`src/rtl/memory_port_arbiter_pkg.sv`:
```
// Shared types and constants for the memory port arbiter.
// Covers the FSM states, requester IDs and the tie-break helper.
package mem_arb_pkg;

  localparam int DEF_ADDR_W = 6;
  localparam int DEF_DATA_W = 32;

  localparam logic REQ_I = 1'b0;
  localparam logic REQ_D = 1'b1;

  typedef enum logic [2:0] {
    IDLE,
    BUSY_I,
    BUSY_D,
    DONE_I,
    DONE_D
  } arb_state_t;

  // On a tie the requester that was not served last wins.
  function automatic logic pick_winner(input logic i_req, input logic d_req,
                                       input logic last_grant);
    if (i_req && d_req) begin
      return (last_grant == REQ_I) ? REQ_D : REQ_I;
    end
    return d_req ? REQ_D : REQ_I;
  endfunction

endpackage

```
`src/rtl/memory_port_arbiter_if.sv`:
```
// Bundle of the icache, dcache and main-memory handshake signals.
// The master view belongs to the arbiter; the slave view to caches and memory.
interface memory_port_arbiter_if
  import mem_arb_pkg::*;
#(
  parameter int ADDR_W = DEF_ADDR_W,
  parameter int DATA_W = DEF_DATA_W
);

  logic              i_read;
  logic [ADDR_W-1:0] i_address;
  logic [DATA_W-1:0] i_readdata;
  logic              i_busywait;

  logic              d_read;
  logic              d_write;
  logic [ADDR_W-1:0] d_address;
  logic [DATA_W-1:0] d_writedata;
  logic [DATA_W-1:0] d_readdata;
  logic              d_busywait;

  logic              mem_read;
  logic              mem_write;
  logic [ADDR_W-1:0] mem_address;
  logic [DATA_W-1:0] mem_writedata;
  logic [DATA_W-1:0] mem_readdata;
  logic              mem_busywait;

  modport master (
    input  i_read, i_address, d_read, d_write, d_address, d_writedata,
    input  mem_readdata, mem_busywait,
    output i_readdata, i_busywait, d_readdata, d_busywait,
    output mem_read, mem_write, mem_address, mem_writedata
  );

  modport slave (
    output i_read, i_address, d_read, d_write, d_address, d_writedata,
    output mem_readdata, mem_busywait,
    input  i_readdata, i_busywait, d_readdata, d_busywait,
    input  mem_read, mem_write, mem_address, mem_writedata
  );

endinterface

```
`src/rtl/memory_port_arbiter.sv`:
```
// Shares the single main-memory block port between icache and dcache.
// One transfer at a time; a DONE cycle always separates consecutive grants.
module memory_port_arbiter
  import mem_arb_pkg::*;
#(
  parameter int ADDR_W = DEF_ADDR_W,
  parameter int DATA_W = DEF_DATA_W
) (
  input  logic                  clock,
  input  logic                  reset,
  memory_port_arbiter_if.master bus
);

  arb_state_t        state;
  logic              last_grant;
  logic              seen_busy;
  logic              read_q;
  logic              write_q;
  logic [ADDR_W-1:0] address_q;
  logic [DATA_W-1:0] writedata_q;
  logic [DATA_W-1:0] i_rdata_q;
  logic [DATA_W-1:0] d_rdata_q;

  logic i_req;
  logic d_req;
  logic winner;
  logic done;

  assign i_req  = bus.i_read;
  assign d_req  = bus.d_read | bus.d_write;
  assign winner = pick_winner(i_req, d_req, last_grant);
  // Memory must have been seen busy before a low busywait counts as completion.
  assign done   = seen_busy && !bus.mem_busywait;

  always_ff @(posedge clock) begin
    if (!reset) begin
      state       <= IDLE;
      last_grant  <= REQ_I;
      seen_busy   <= 1'b0;
      read_q      <= 1'b0;
      write_q     <= 1'b0;
      address_q   <= '0;
      writedata_q <= '0;
      i_rdata_q   <= '0;
      d_rdata_q   <= '0;
    end else begin
      case (state)
        IDLE: begin
          if (i_req || d_req) begin
            seen_busy <= 1'b0;
            if (winner == REQ_D) begin
              state       <= BUSY_D;
              address_q   <= bus.d_address;
              writedata_q <= bus.d_writedata;
              write_q     <= bus.d_write;
              read_q      <= !bus.d_write;
            end else begin
              state     <= BUSY_I;
              address_q <= bus.i_address;
              write_q   <= 1'b0;
              read_q    <= 1'b1;
            end
          end
        end
        BUSY_I, BUSY_D: begin
          if (bus.mem_busywait) begin
            seen_busy <= 1'b1;
          end
          if (done) begin
            read_q    <= 1'b0;
            write_q   <= 1'b0;
            seen_busy <= 1'b0;
            if (state == BUSY_I) begin
              i_rdata_q  <= bus.mem_readdata;
              last_grant <= REQ_I;
              state      <= DONE_I;
            end else begin
              if (read_q) begin
                d_rdata_q <= bus.mem_readdata;
              end
              last_grant <= REQ_D;
              state      <= DONE_D;
            end
          end
        end
        DONE_I, DONE_D: state <= IDLE;
        default:        state <= IDLE;
      endcase
    end
  end

  assign bus.mem_read      = read_q;
  assign bus.mem_write     = write_q;
  assign bus.mem_address   = address_q;
  assign bus.mem_writedata = writedata_q;
  assign bus.i_readdata    = i_rdata_q;
  assign bus.d_readdata    = d_rdata_q;
  assign bus.i_busywait    = i_req && (state != DONE_I);
  assign bus.d_busywait    = d_req && (state != DONE_D);

endmodule

```
`src/flat_wrapper.sv`:
```
// flat-port wrapper written by rule: the top's interface ports become plain ports
module memory_port_arbiter_flat import mem_arb_pkg::*;
#(
  parameter int ADDR_W = DEF_ADDR_W,
  parameter int DATA_W = DEF_DATA_W
)
  (clock, reset, bus_i_read, bus_i_address, bus_d_read, bus_d_write, bus_d_address, bus_d_writedata, bus_mem_readdata, bus_mem_busywait, bus_i_readdata, bus_i_busywait, bus_d_readdata, bus_d_busywait, bus_mem_read, bus_mem_write, bus_mem_address, bus_mem_writedata);
  memory_port_arbiter_if #(.ADDR_W(ADDR_W), .DATA_W(DATA_W)) bus_i ();
  input  logic clock;
  input  logic reset;
  input wire logic [$bits(bus_i.i_read)-1:0] bus_i_read;
  input wire logic [$bits(bus_i.i_address)-1:0] bus_i_address;
  input wire logic [$bits(bus_i.d_read)-1:0] bus_d_read;
  input wire logic [$bits(bus_i.d_write)-1:0] bus_d_write;
  input wire logic [$bits(bus_i.d_address)-1:0] bus_d_address;
  input wire logic [$bits(bus_i.d_writedata)-1:0] bus_d_writedata;
  input wire logic [$bits(bus_i.mem_readdata)-1:0] bus_mem_readdata;
  input wire logic [$bits(bus_i.mem_busywait)-1:0] bus_mem_busywait;
  output wire logic [$bits(bus_i.i_readdata)-1:0] bus_i_readdata;
  output wire logic [$bits(bus_i.i_busywait)-1:0] bus_i_busywait;
  output wire logic [$bits(bus_i.d_readdata)-1:0] bus_d_readdata;
  output wire logic [$bits(bus_i.d_busywait)-1:0] bus_d_busywait;
  output wire logic [$bits(bus_i.mem_read)-1:0] bus_mem_read;
  output wire logic [$bits(bus_i.mem_write)-1:0] bus_mem_write;
  output wire logic [$bits(bus_i.mem_address)-1:0] bus_mem_address;
  output wire logic [$bits(bus_i.mem_writedata)-1:0] bus_mem_writedata;
  assign bus_i.i_read = bus_i_read;
  assign bus_i.i_address = bus_i_address;
  assign bus_i.d_read = bus_d_read;
  assign bus_i.d_write = bus_d_write;
  assign bus_i.d_address = bus_d_address;
  assign bus_i.d_writedata = bus_d_writedata;
  assign bus_i.mem_readdata = bus_mem_readdata;
  assign bus_i.mem_busywait = bus_mem_busywait;
  assign bus_i_readdata = bus_i.i_readdata;
  assign bus_i_busywait = bus_i.i_busywait;
  assign bus_d_readdata = bus_i.d_readdata;
  assign bus_d_busywait = bus_i.d_busywait;
  assign bus_mem_read = bus_i.mem_read;
  assign bus_mem_write = bus_i.mem_write;
  assign bus_mem_address = bus_i.mem_address;
  assign bus_mem_writedata = bus_i.mem_writedata;
  memory_port_arbiter #(.ADDR_W(ADDR_W), .DATA_W(DATA_W)) u_core (.clock(clock), .reset(reset), .bus(bus_i));
endmodule
```
`config.mk`:
```
export PLATFORM = sky130hd
export DESIGN_NAME = memory_port_arbiter_flat
export DESIGN_NICKNAME = d
export VERILOG_FILES = /design/src/rtl/memory_port_arbiter_pkg.sv /design/src/rtl/memory_port_arbiter_if.sv /design/src/rtl/memory_port_arbiter.sv /design/src/flat_wrapper.sv
export SDC_FILE = /design/constraint.sdc
export NUM_CORES = 1
export LEC_CHECK = 0
export ABC_AREA = 1
export BUFFER_PORTS_ARGS = -buffer_cell sky130_fd_sc_hd__buf_2
export CORE_AREA = 4 4 99 101
export CTS_BUF_LIST = sky130_fd_sc_hd__clkbuf_16
export CTS_CLUSTER_DIAMETER = 80
export DETAILED_ROUTE_END_ITERATION = 8
export DIE_AREA = 0 0 103 105
export PLACE_DENSITY = 0.77
export SKIP_LAST_GASP = 1
export SYNTH_ARGS = -nofsm -noshare
export SYNTH_HDL_FRONTEND = slang
export SYNTH_SLANG_ARGS = --single-unit
```
`constraint.sdc`:
```
create_clock -name clock -period 1.5 [get_ports clock]
set_input_delay 0 -clock clock [delete_from_list [all_inputs] [get_ports clock]]
set_output_delay 0 -clock clock [all_outputs]
set_load 0.01 [all_outputs]
```
; ---- Yosys cells after proc, flatten, opt, wreduce, memory -nomap -nowiden
; Index checks and enable logic that the tools add are counted.
[op_classes]
bitwise_logic = 2
n_mux = 23
reduce_logical = 18
n_eq_ne = 7
[op_table]
columns = cell, n
row1 = two-way mux 1 bit, 14
row2 = AND reduction 3 bit, 4
row3 = two-way mux 3 bit, 3
row4 = two-way mux 6 bit, 1
row5 = "!= test 3 x 2 -> 1 bit, second input constant", 2
row6 = one-hot mux 1 bit (2 select lines), 3
row7 = one-hot mux 3 bit (2 select lines), 1
row8 = AND reduction 2 bit, 3
row9 = logical AND 1 bit, 4
row10 = "!= test 2 x 1 -> 1 bit, second input constant", 2
row11 = AND reduction 4 bit, 1
row12 = "== test 3 x 1 -> 1 bit, second input constant", 1
row13 = "== test 3 x 2 -> 1 bit, second input constant", 1
row14 = zero test 3 bit, 1
row15 = "!= test 3 bit, second input constant", 1
row16 = zero test 1 bit, 2
row17 = two-way mux 2 bit, 1
row18 = nonzero test 2 bit, 1
row19 = OR reduction 2 bit, 1
row20 = logical OR 1 bit, 1
row21 = inverter 1 bit, 1
row22 = OR 1 bit, 1
[totals]
input_bits = 82
word_cells = 59
reg_bits = 109
out_inout_bits = 106

; ---- Depth between registers and ports, before layout
[logic_depth]
ltp_word = 7
mapped_depth = 8
depth_no_buf = 8

; ---- Least setup slack after synthesis
; Ideal clock, no wire load.
[synth_timing]
kind = reg2reg
startpoint = reg u_core.seen_busy
endpoint = reg u_core.i_rdata_q[10] (netlist: u_core.bus.i_readdata[10])
setup_ns = 0.116
stages_incl_launch_ff = 9
period_less_slack_ns = 1.154
path_buffers = 1
arrival_ns = 1.038
required_ns = 1.384
path_slack_ns = 0.346
cell_sequence = dfxtp_1 inv_1 nor2_2 inv_1 nor2_4 inv_2 buf_4 nor2_1 nor2_1
[synth_between]
elab_chain_len = 2
[synth_lines]
columns = element, line
row1 = start: declaration, memory_port_arbiter.sv:16  ; logic seen_busy;
row2 = start signal: assignment, memory_port_arbiter.sv:39  ; seen_busy <= 1'b0;
row3 = start signal: assignment, memory_port_arbiter.sv:50  ; seen_busy <= 1'b0;
row4 = start signal: assignment, memory_port_arbiter.sv:67  ; seen_busy <= 1'b1;
row5 = logical AND 1 bit, memory_port_arbiter.sv:33  ; assign done = seen_busy && !bus.mem_busywait;
row6 = AND reduction 3 bit (no line), --
row7 = end signal: assignment, memory_port_arbiter.sv:74  ; i_rdata_q <= bus.mem_readdata;
row8 = end: declaration, memory_port_arbiter.sv:21  ; logic [DATA_W-1:0] i_rdata_q;
; No other way between the ends.
; A chain may end at the register's enable or synchronous reset.

; ---- Final worst setup path
[layout_timing]
startpoint = reg u_core.state[0]
endpoint = reg u_core.writedata_q[22] (netlist: u_core.bus.mem_writedata[22])
[layout_between]
elab_chain_len = 2
[layout_lines]
columns = element, line
row1 = start: declaration, memory_port_arbiter.sv:14  ; arb_state_t state;
row2 = start signal: assignment, memory_port_arbiter.sv:37  ; state <= IDLE;
row3 = start signal: assignment, memory_port_arbiter.sv:52  ; state <= BUSY_D;
row4 = start signal: assignment, memory_port_arbiter.sv:58  ; state <= BUSY_I;
row5 = zero test 3 bit, memory_port_arbiter.sv:47  ; case (state)
row6 = AND reduction 3 bit (no line), --
row7 = end signal: assignment, memory_port_arbiter.sv:54  ; writedata_q <= bus.d_writedata;
row8 = end: declaration, memory_port_arbiter.sv:20  ; logic [DATA_W-1:0] writedata_q;
; No other way between the ends.

==> reports/summary.txt <==
Yosys warning total = 0
Final Util = 0.669
first-pass GRT wire length = 20100 um
Syn-to-layout area delta = 51.7%
# clock sinks = 109
latest clock arrival within the worst-skew pair = 0.34 ns
most common library cells after synthesis = 196 x nor2_1, 109 x dfxtp_1, 92 x o21ai_0
1st-pass router iterations = 4
max_slew headroom = 0.744
met3 global-route usage = 0.0708
P_leak = 2.99 nW
CTS tree = yes
cell area after synthesis = 3980 sq um
Die Height = 105 um
Final Max Tran Viols = 0
Via Count = 4344
grt ovf = 0
Final Cell Area = 6040 sq um
Worst Path Required = 1.72 ns
Avg Synthesized Cell Area = 7.80 sq um
Placer Congestion = 0.806
All-Layer GR Usage = 0.231
asr flop ratio synth = 0
Initial DRC Count = 157
clock-pin slew on the worst setup and hold paths = 0.07 ns
Max clock buf depth = 2
Fill cells = 720
min cycle time layout = 1.41 ns
ranking of synthesized cells by area = dfxtp_1 55%, nor2_1 18%, o21ai_0 12%
ant diodes = 0
gr busiest metal = met2
DRC viols = 0
outcome = complete, no violations
cell chain of the critical path = inv_1 > nand3_2 > nor2_4 > buf_6 > o21ai_0 > nor2_1
post-synthesis sequential area ratio = 0.548
Hold WS = 0.111 ns
Die Wd = 103 um
clock skew = 0.00884 ns
PwrDens = 1350 nW/um^2
routed vias/inst = 4.93
leading area contributor after synthesis = dfxtp_1
EDFF count, synth = 0
Core Area = 9020 sq um
Sequential Power Share = 0.445
clock power share = 0.268
Synth Net Count = 592
r2r endpoint = u_core.bus.mem_writedata[22]
Final Hold Viols = 0
worst slew pin tran = 0.383 ns
Critical Path Fanout Max = 32
vias in the first global route = 4244
final antenna-violating net count = 0
Switching Power = 2.73 mW
Max stage delay on crit path = 0.44 ns
Die ar. = 10800 sq um
Yosys top cell area share = 0.548
HPWL after detailed placement = 7800 um
Mapped Cells = 510
TritonCTS buffer count = 9
met1 usage = 0.266
Critical Path Start Type = flop
crit path launch = u_core.state[0]
area of the multi-input gates = 1570 sq um
Min-Delay Path Class = input pin to flop
IO Count = 188
top-count cell post-synth = nor2_1
total length of routed wires = 12600 um
# port buffers = 187
dpl cell area = 4970 sq um
ys flop type = dfxtp_1
num rows = 35
slowest CP cell = dfxtp_1
met2 Resource Use GR = 0.396
initial core utilization = 0.441
CP Capture Type = flop
synthesized flop and latch total = 109
RSZ-0062 raised after global routing = true
Comb power frac = 0.287
reg2reg start = u_core.state[0]
clock root cell = clkbuf_16
Final #Nets = 848
highest achievable clock rate = 707 MHz
WS Path Type = flop to flop
pin count of the biggest net entering global routing = 53
Critical Path AT = 1.64 ns
WL/cell = 14.3 um
FF+latch area = 2180 sq um
H-tree depth = 3
Worst Setup EP = u_core.bus.mem_writedata[22]
fraction of layout cells with a size suffix above 1 = 0.292
r2r setup slk = 0.09 ns
initial antenna violation count = 0
max_cap viols = 0
Final Setup Violations = 0
synth unique cells = 21
Pint = 5.42 mW
Net Sw Frac = 0.335
fin crit share = 0.943
worst vdd ir = 0.846 mV
R2R cell count = 6
[worst min path at each step]
stage	startpoint	to	slack (ns)	cells past startpoint
finish	reset	u_core.bus.mem_writedata[26]	0.11	3
global route	reset	u_core.bus.mem_address[4]	0.12	3
CTS	reset	u_core.bus.mem_writedata[31]	0.10	3
detailed placement	bus_d_writedata[1]	u_core.bus.mem_writedata[1]	0.23	3
global placement	bus_d_writedata[25]	u_core.bus.mem_writedata[25]	0.22	3
floorplan	bus_i_read	bus_i_busywait	0.11	2
[area by class of cell]
class,count,area share
Sequential cell,109,0.361
Timing Repair Buffer,274,0.301
Multi-Input combinational cell,358,0.259
Clock buffer,9,0.0373
Tap cell,111,0.0230
Inverter,14,0.00953
Clock inverter,7,0.00870
[flip-flops by register name, summed over array words and instances (netlist names)]
register / count
u_core.bus.mem_address: 6
u_core.bus.mem_read: 1
u_core.state: 3
u_core.bus.i_readdata: 32
u_core.bus.mem_write: 1
u_core.last_grant: 1
u_core.bus.mem_writedata: 32
u_core.bus.d_readdata: 32
u_core.seen_busy: 1
[placed cells by master (no fill, tap or decap), types with 5 or more instances in the layout]
cell | synthesis | final
nor2_1 | 196 | 196
buf_2 | 5 | 187
dfxtp_1 | 109 | 109
o21ai_0 | 92 | 92
dlygate4sd3_1 | 0 | 78
nand2_1 | 25 | 25
a21oi_1 | 18 | 18
o21ai_1 | 12 | 12
inv_1 | 9 | 11
clkbuf_16 | 0 | 9
buf_4 | 5 | 5
[per-stage QoR]
step,setup TNS (ns),std cells,setup slack [ns],total power [mW]
finish,0,882,0.0862,8.14
global route,-0.0995,882,-0.0334,8.65
CTS,0,882,0.0115,8.12
detailed placement,-0.0171,788,-0.0171,5.76
global placement,0,788,0.0842,5.67
floorplan,0,510,0.346,5.02
[power by group through the flow]
| stage | sequential, mW | clock (mW) | combinational [mW] |
|---|---|---|---|
| floorplan | 3.87 | 0 | 1.15 |
| global placement | 3.65 | 0 | 2.02 |
| detailed placement | 3.67 | 0 | 2.09 |
| CTS | 3.61 | 2.25 | 2.26 |
| global route | 3.68 | 2.38 | 2.59 |
| finish | 3.63 | 2.18 | 2.34 |
[logic make-up after synthesis]
kind of cell | after synthesis | synth area share
flip-flops | 109 | 0.548
AO/OA/AOI/OAI | 126 | 0.163
AND/OR/NAND/NOR | 232 | 0.231
buffers and inverters | 43 | 0.0582
[per-layer routing]
metal	vias up	routed length (um)	share of wire
met4	0	401	0.032
met3	41	1170	0.093
li1	2151	-	-
met1	1920	4970	0.39
met2	232	6070	0.48
met5	-	0	0
[worst max-delay path: cells and delay by family, from the launching register on]
kind	cells	cell delay [ns]
compound gates	1	0.28
buf+inv	2	0.30
flops	1	0.44
simple gates	3	0.27
[timing repair]
action	CTS	global route
hold buffers	78	0
endpoints found under the setup margin	1	54
endpoints found under the hold margin	105	0
buffers inserted	0	0
gates resized for setup	1	4
Power figures use the tool's default switching activity.
